### config.mk
export PLATFORM = sky130hd
export DESIGN_NAME = id_decode_issue
export DESIGN_NICKNAME = d
export VERILOG_FILES = /design/src/rtl/riscv_pkg.sv /design/src/rtl/id_hazard_tracker.sv /design/src/rtl/id_decode_issue.sv
export SDC_FILE = /design/constraint.sdc
export NUM_CORES = 1
export LEC_CHECK = 0
export CELL_PAD_IN_SITES_DETAIL_PLACEMENT = 0
export CELL_PAD_IN_SITES_GLOBAL_PLACEMENT = 2
export CORE_MARGIN = 2
export CORE_UTILIZATION = 11
export DETAILED_ROUTE_END_ITERATION = 6
export PLACE_DENSITY = 0.79
export RECOVER_POWER = 50
export SLEW_MARGIN = 15
export SYNTH_ARGS = -nofsm -noshare
export SYNTH_HDL_FRONTEND = slang
export SYNTH_SLANG_ARGS = --single-unit
### constraint.sdc
create_clock -name clk -period 3.1 [get_ports clk]
set_clock_uncertainty 0.2 [all_clocks]
set_input_delay 0.465 -clock clk [delete_from_list [all_inputs] [get_ports clk]]
set_output_delay 0.465 -clock clk [all_outputs]
set_load 0.1 [all_outputs]
### src/rtl/riscv_pkg.sv
// Shared decode constants and the ID/EX control bundle for the pipelined RV32 core.
package riscv_pkg;

  localparam int XLEN_C  = 32;
  localparam int REG_W_C = 5;

  localparam logic [6:0] OP_R    = 7'b0110011;
  localparam logic [6:0] OP_IMM  = 7'b0010011;
  localparam logic [6:0] OP_LOAD = 7'b0000011;

  localparam logic [2:0] F3_ADD = 3'b000;
  localparam logic [2:0] F3_XOR = 3'b100;
  localparam logic [2:0] F3_OR  = 3'b110;
  localparam logic [2:0] F3_AND = 3'b111;
  localparam logic [2:0] F3_LW  = 3'b010;

  localparam logic [6:0] F7_BASE = 7'b0000000;
  localparam logic [6:0] F7_SUB  = 7'b0100000;

  typedef struct packed {
    logic [REG_W_C-1:0] rd;
    logic [XLEN_C-1:0]  rs1;
    logic [XLEN_C-1:0]  rs2;
    logic               wb_en;
    logic               wb_from_mem;
    logic               alu_rs2_reg;
    logic [XLEN_C-1:0]  imm;
    logic               add_en;
    logic               sub_en;
    logic               xor_en;
    logic               or_en;
    logic               and_en;
    logic               rs1_take_prev1;
    logic               rs2_take_prev1;
  } idex_ctrl_t;

  typedef struct packed {
    logic [REG_W_C-1:0] rd;
    logic               wb;
    logic               load;
  } hist_t;

  // A bubble is an add writing x0, so it doubles as the ID/EX reset value.
  localparam idex_ctrl_t BUBBLE = '{
    rd: 5'd0, rs1: 32'd0, rs2: 32'd0, wb_en: 1'b1, wb_from_mem: 1'b0,
    alu_rs2_reg: 1'b0, imm: 32'd0, add_en: 1'b1, sub_en: 1'b0, xor_en: 1'b0,
    or_en: 1'b0, and_en: 1'b0, rs1_take_prev1: 1'b0, rs2_take_prev1: 1'b0
  };

  function automatic logic [XLEN_C-1:0] sext12(input logic [11:0] v);
    return {{(XLEN_C-12){v[11]}}, v};
  endfunction

endpackage

### src/rtl/id_hazard_tracker.sv
// Two-deep issue history; flags prev1 forwarding and stalls on load-use and distance-2 hazards.
module id_hazard_tracker
  import riscv_pkg::*;
(
  input  logic               clk,
  input  logic               rst,
  input  logic [REG_W_C-1:0] rs1_addr_i,
  input  logic [REG_W_C-1:0] rs2_addr_i,
  input  logic               rs1_use_i,
  input  logic               rs2_use_i,
  input  logic               issue_i,
  input  logic [REG_W_C-1:0] rd_i,
  input  logic               load_i,
  output logic               rs1_take_prev1_o,
  output logic               rs2_take_prev1_o,
  output logic               stall_o
);

  hist_t h1_q, h2_q, h1_d;
  logic  dep11_s, dep12_s, dep21_s, dep22_s;
  logic  stall1_s, stall2_s, stall_s;

  function automatic logic depends(input hist_t h, input logic [REG_W_C-1:0] a, input logic use_src);
    return use_src && h.wb && (h.rd != 5'd0) && (h.rd == a);
  endfunction

  // Hazard classification; h1 wins over h2 for the same operand.
  always_comb begin
    dep11_s  = depends(h1_q, rs1_addr_i, rs1_use_i);
    dep21_s  = depends(h2_q, rs1_addr_i, rs1_use_i);
    dep12_s  = depends(h1_q, rs2_addr_i, rs2_use_i);
    dep22_s  = depends(h2_q, rs2_addr_i, rs2_use_i);
    stall1_s = dep11_s ? h1_q.load : dep21_s;
    stall2_s = dep12_s ? h1_q.load : dep22_s;
    stall_s  = stall1_s | stall2_s;
    rs1_take_prev1_o = dep11_s & ~h1_q.load & ~stall_s;
    rs2_take_prev1_o = dep12_s & ~h1_q.load & ~stall_s;
    stall_o  = stall_s;
    if (issue_i && !stall_s) begin
      h1_d = '{rd: rd_i, wb: 1'b1, load: load_i};
    end else begin
      h1_d = '0;
    end
  end

  // History shift: h1 records what was actually issued this cycle.
  always_ff @(posedge clk or posedge rst) begin
    if (rst) begin
      h1_q <= '0;
      h2_q <= '0;
    end else begin
      h1_q <= h1_d;
      h2_q <= h1_q;
    end
  end

endmodule

### src/rtl/id_decode_issue.sv
// Decode/issue stage: decodes the RV32 ALU and lw subset and drives the ID/EX bundle.
module id_decode_issue
  import riscv_pkg::*;
#(
  parameter int XLEN       = 32,
  parameter int REG_ADDR_W = 5
) (
  input  logic                  clk,
  input  logic                  rst,
  input  logic                  instr_valid_i,
  input  logic [31:0]           instr_i,
  output logic [REG_ADDR_W-1:0] rs1_addr_o,
  output logic [REG_ADDR_W-1:0] rs2_addr_o,
  input  logic [XLEN-1:0]       rs1_data_i,
  input  logic [XLEN-1:0]       rs2_data_i,
  output logic [REG_ADDR_W-1:0] rd_addr_o,
  output logic [XLEN-1:0]       rs1_o,
  output logic [XLEN-1:0]       rs2_o,
  output logic                  writeback_en_o,
  output logic                  writeback_from_mem_o,
  output logic                  alu_rs2_reg_o,
  output logic [XLEN-1:0]       imm_o,
  output logic                  add_en_o,
  output logic                  sub_en_o,
  output logic                  xor_en_o,
  output logic                  or_en_o,
  output logic                  and_en_o,
  output logic                  rs1_take_prev1_o,
  output logic                  rs2_take_prev1_o,
  output logic                  stall_o,
  output logic                  illegal_o
);

  logic [6:0] opcode_s, f7_s;
  logic [2:0] f3_s;
  logic       legal_s, is_r_s, is_load_s, issue_s, use_rs2_s;
  logic       tp1_s, tp2_s, stall_s, illegal_q, illegal_d;
  idex_ctrl_t dec_s, out_s;

  assign opcode_s = instr_i[6:0];
  assign f3_s     = instr_i[14:12];
  assign f7_s     = instr_i[31:25];

  // Instruction decode into an un-gated control bundle.
  always_comb begin
    dec_s     = BUBBLE;
    dec_s.add_en = 1'b0;
    legal_s   = 1'b0;
    is_r_s    = 1'b0;
    is_load_s = 1'b0;
    case (opcode_s)
      OP_R: begin
        is_r_s = 1'b1;
        dec_s.alu_rs2_reg = 1'b1;
        if (f7_s == F7_BASE) begin
          case (f3_s)
            F3_ADD:  begin dec_s.add_en = 1'b1; legal_s = 1'b1; end
            F3_XOR:  begin dec_s.xor_en = 1'b1; legal_s = 1'b1; end
            F3_OR:   begin dec_s.or_en  = 1'b1; legal_s = 1'b1; end
            F3_AND:  begin dec_s.and_en = 1'b1; legal_s = 1'b1; end
            default: legal_s = 1'b0;
          endcase
        end else if (f7_s == F7_SUB && f3_s == F3_ADD) begin
          dec_s.sub_en = 1'b1;
          legal_s = 1'b1;
        end else begin
          legal_s = 1'b0;
        end
      end
      OP_IMM: begin
        dec_s.imm = sext12(instr_i[31:20]);
        case (f3_s)
          F3_ADD:  begin dec_s.add_en = 1'b1; legal_s = 1'b1; end
          F3_XOR:  begin dec_s.xor_en = 1'b1; legal_s = 1'b1; end
          F3_OR:   begin dec_s.or_en  = 1'b1; legal_s = 1'b1; end
          F3_AND:  begin dec_s.and_en = 1'b1; legal_s = 1'b1; end
          default: legal_s = 1'b0;
        endcase
      end
      OP_LOAD: begin
        dec_s.imm = sext12(instr_i[31:20]);
        if (f3_s == F3_LW) begin
          dec_s.add_en      = 1'b1;
          dec_s.wb_from_mem = 1'b1;
          is_load_s         = 1'b1;
          legal_s           = 1'b1;
        end else begin
          legal_s = 1'b0;
        end
      end
      default: legal_s = 1'b0;
    endcase
    dec_s.rd    = instr_i[11:7];
    dec_s.wb_en = 1'b1;
    dec_s.rs1   = rs1_data_i;
    dec_s.rs2   = is_r_s ? rs2_data_i : 32'd0;
  end

  assign issue_s   = instr_valid_i & legal_s;
  assign use_rs2_s = issue_s & is_r_s;

  id_hazard_tracker u_hazard (
    .clk              (clk),
    .rst              (rst),
    .rs1_addr_i       (instr_i[19:15]),
    .rs2_addr_i       (instr_i[24:20]),
    .rs1_use_i        (issue_s),
    .rs2_use_i        (use_rs2_s),
    .issue_i          (issue_s),
    .rd_i             (instr_i[11:7]),
    .load_i           (is_load_s),
    .rs1_take_prev1_o (tp1_s),
    .rs2_take_prev1_o (tp2_s),
    .stall_o          (stall_s)
  );

  // Reset, stalls, empty slots and illegal words all issue the bubble.
  always_comb begin
    if (rst || !issue_s || stall_s) begin
      out_s = BUBBLE;
    end else begin
      out_s = dec_s;
      out_s.rs1_take_prev1 = tp1_s;
      out_s.rs2_take_prev1 = tp2_s;
    end
    illegal_d = illegal_q | (instr_valid_i & ~legal_s);
  end

  // Sticky illegal-instruction flag, cleared only by reset.
  always_ff @(posedge clk or posedge rst) begin
    if (rst) begin
      illegal_q <= 1'b0;
    end else begin
      illegal_q <= illegal_d;
    end
  end

  assign rs1_addr_o           = instr_i[19:15];
  assign rs2_addr_o           = instr_i[24:20];
  assign rd_addr_o            = out_s.rd;
  assign rs1_o                = out_s.rs1;
  assign rs2_o                = out_s.rs2;
  assign writeback_en_o       = out_s.wb_en;
  assign writeback_from_mem_o = out_s.wb_from_mem;
  assign alu_rs2_reg_o        = out_s.alu_rs2_reg;
  assign imm_o                = out_s.imm;
  assign add_en_o             = out_s.add_en;
  assign sub_en_o             = out_s.sub_en;
  assign xor_en_o             = out_s.xor_en;
  assign or_en_o              = out_s.or_en;
  assign and_en_o             = out_s.and_en;
  assign rs1_take_prev1_o     = out_s.rs1_take_prev1;
  assign rs2_take_prev1_o     = out_s.rs2_take_prev1;
  assign stall_o              = stall_s & ~rst;
  assign illegal_o            = illegal_q;

endmodule

==> metrics.txt <==
outcome=finished with violations; failing checks=setup timing; vias in the first global route=3196; crit path DAT=2640 ps; core area=roughly 17000 um2; most area-consuming cells after synthesis=and3_1 (22%), dfrtp_1 (18%), buf_4 (12%); Pins Over Slew Limit=0; Crit path max-delay family=simple AND/OR/NAND/NOR gates; CP max-delay cell=or4_4; Longest Clk Path Bufs=2; Critical Path RT=2430 ps; Final WS setup=-205 ps; die width=136 um; Yosys Warn Count=0; RR Endpoint=u_hazard.h1_q[3]$_DFF_PP0_; I/O Pins=between 200 and 250; hold-critical path depth=0; Setup-failing EPs final=109; crit-path most repeated cell=buf_6; Antenna Nets Post-Route=0; Worst Path Buf+Inv=6; Max Cap Viol=0; Worst Hold End=u_hazard.h2_q[1]$_DFF_PP0_; Pwr Total=0.756 mW; Yosys top cell area share=22.4%; Worst slew margin=a little over 60%; routed len/inst=about 18 um; antenna violations before repair=2; router iterations before antenna repair=4; Post-DP HPWL=9690 um; FILL cells=1655; syn avg cell area=7.85 um2; Root Driver=clkbuf_16; VDD IR max=0.000134 V; Setup crit end kind=output pin; final hold violation count=0; TritonCTS clock tree=yes; PortBufs=220; final instance area=6850 um2; total grt overflow=0; Die H=136 um; Nets=609; Top FF cell, synth=dfrtp_1; Initial Util=approximately 11%; worst setup path category=in -> out; commonest cells in the synthesized netlist=and3_1 (69), buf_4 (31), and4_1 (24); Hold Path Class=reg -> reg; Mapped Area=1920 um2; Worst setup SP type=input port; DP Area=5780 um2; Mapped Cells=245; largest net degree at the start of global routing=35; Clk pin slew, worst setup/hold paths=50 ps; CP cell instances=buf_2, nand3b_1, or4_4, a311oi_2, a21o_2, buf_6, a211oi_4, buf_6, buf_6, buf_16, and3b_2, buf_12; internal reg-to-reg setup slack=560 ps; fmax=303 MHz; first-pass GRT wire length=19100 um; DR vias/cell=4.03; Post-synth EDFFs=0; crit-path max FO=7; vias=2958; RSZ-0062 raised after global routing=yes; Yosys reg bits=14; biggest cell delay along the critical path=550 ps; Final period util=107%; synth-to-layout area growth=256%; share of layout cells above drive strength 1=68.0%; Ant. Diodes=0; cell taking the most area after synthesis=and3_1; most numerous cell in the Yosys netlist=and3_1; CTS sink count=14; Tot GR Track Use=13.4%; power density over cell area=110 nW/um2; post-synthesis sequential area ratio=between 10% and 20%; reg2reg start=u_hazard.h2_q[4]$_DFF_PP0_; Synth Net Count=344; total CTS buffers=3; Post-synth ARST share=100%; routability cong.=between 0.8 and 0.9; Yosys cell types=42; worst r2r path cells=10; wirelength, routed=13200 um; clock latency at the later pin of the worst-skew pair=approximately 240 ps; DRC violations left=0; Row Count=between 40 and 50; fin util=between 30% and 40%; Leakage Power=roughly 2.9 nW; Die ar.=18600 um2; DRT iter0 DRCs=62; H-tree depth=1; hold_sp=u_hazard.h1_q[1]$_DFF_PP0_; hold buffers post-CTS=0; crit path time final=3300 ps; Least-Margin Pin Slew=559 ps
worst max-delay path by stage:
stage	start	endpoint	slack, ps	depth (start not counted)
global route	u_hazard.h1_q[2]$_DFF_PP0_	sub_en_o	-270	12
global placement	instr_i[22]	imm_o[11]	-480	9
finish	instr_i[6]	sub_en_o	-200	12
detailed placement	instr_i[25]	rs2_o[30]	-490	9
CTS	u_hazard.h1_q[2]$_DFF_PP0_	sub_en_o	-210	11
floorplan	u_hazard.h1_q[2]$_DFF_PP0_	imm_o[12]	-190	8
cell families (layout without fill, tap and decap cells):
family                 count (synthesis)  in the layout  share of synthesized area, %
AND/OR/NAND/NOR                      141            141                          48.0
buffers and inverters                 53            317                          17.6
XOR/XNOR                              20             20                          9.11
AO/OA/AOI/OAI                         16             16                          6.96
flip-flops                            14             14                          18.2
other                                  1              1                         0.195
cell type report:
type | instances | area, um2 | share of cell area, %
Timing Repair Buffer | 310 | 4350 | 63.5
Sequential cell | 14 | 353 | 5.15
Multi-Input combinational cell | 178 | 1770 | 25.8
Clock buffer | 4 | 88.8 | 1.30
Inverter | 3 | 11.3 | 0.164
Tap cell | 225 | 282 | 4.11
flip-flops by register name (all words and copies together) (netlist names):
signal / cells
u_hazard.h1_q: 7
u_hazard.h2_q: 6
illegal_o: 1
cell usage in the layout (no fill, tap or decap), drive strengths merged, types with 2 or more instances in the layout:
cell type        n
and3            69
a21o             3
xor2            12
a211oi           2
buf            219
nor2            14
and4            24
inv              3
dfrtp           14
nand4            5
nor4b            2
clkdlybuf4s15    3
dlygate4sd2      9
xnor2            8
nor2b            2
nor3             5
nand3            4
clkdlybuf4s50   70
nand2            7
nor4             2
clkbuf          12
routing by layer:
layer	wire length [um]	up-vias	GRT usage, %
li1	-	1398	-
met1	5330	1418	16.1
met2	6790	128	24.7
met3	902	12	2.72
met4	166	2	2.55
met5	10	-	0
what timing repair did:
action / in CTS / in global routing
gates resized for setup: 185 / 43
pin swaps: 56 / 19
gates cloned: 9 / 3
setup endpoints to repair: 111 / 111
setup buffers: 24 / 3
worst register-to-register path: stages (launching register included):
cell and delay [ps]:
dfrtp_1 390, xor2_1 180, or4_4 480, a311oi_2 220, a21o_2 160, buf_6 110, a21boi_4 80, buf_6 150
buf_6 120, buf_4 140, and4_1 190
report_power, final:
part / internal [mW] / switching (mW) / leakage, nW / total, mW
Clock: 0.195 / 0.0705 / 0.0442 / 0.265
Combinational: 0.158 / 0.149 / 2.62 / 0.307
Sequential: 0.184 / 0.000249 / 0.187 / 0.184
metrics by stage:
stage | instances | hold slack (ps) | setup WS [ps] | setup TNS (ps)
final | 734 | 228 | -205 | -15080
after global routing | 734 | 256 | -274 | -24610
after CTS | 729 | 227 | -212 | -14740
after detailed placement | 695 | 199 | -489 | -48670
after global placement | 695 | 202 | -477 | -45320
after floorplan | 245 | 162 | -188 | -3960
No activity file was read; power rests on OpenSTA's default activity.
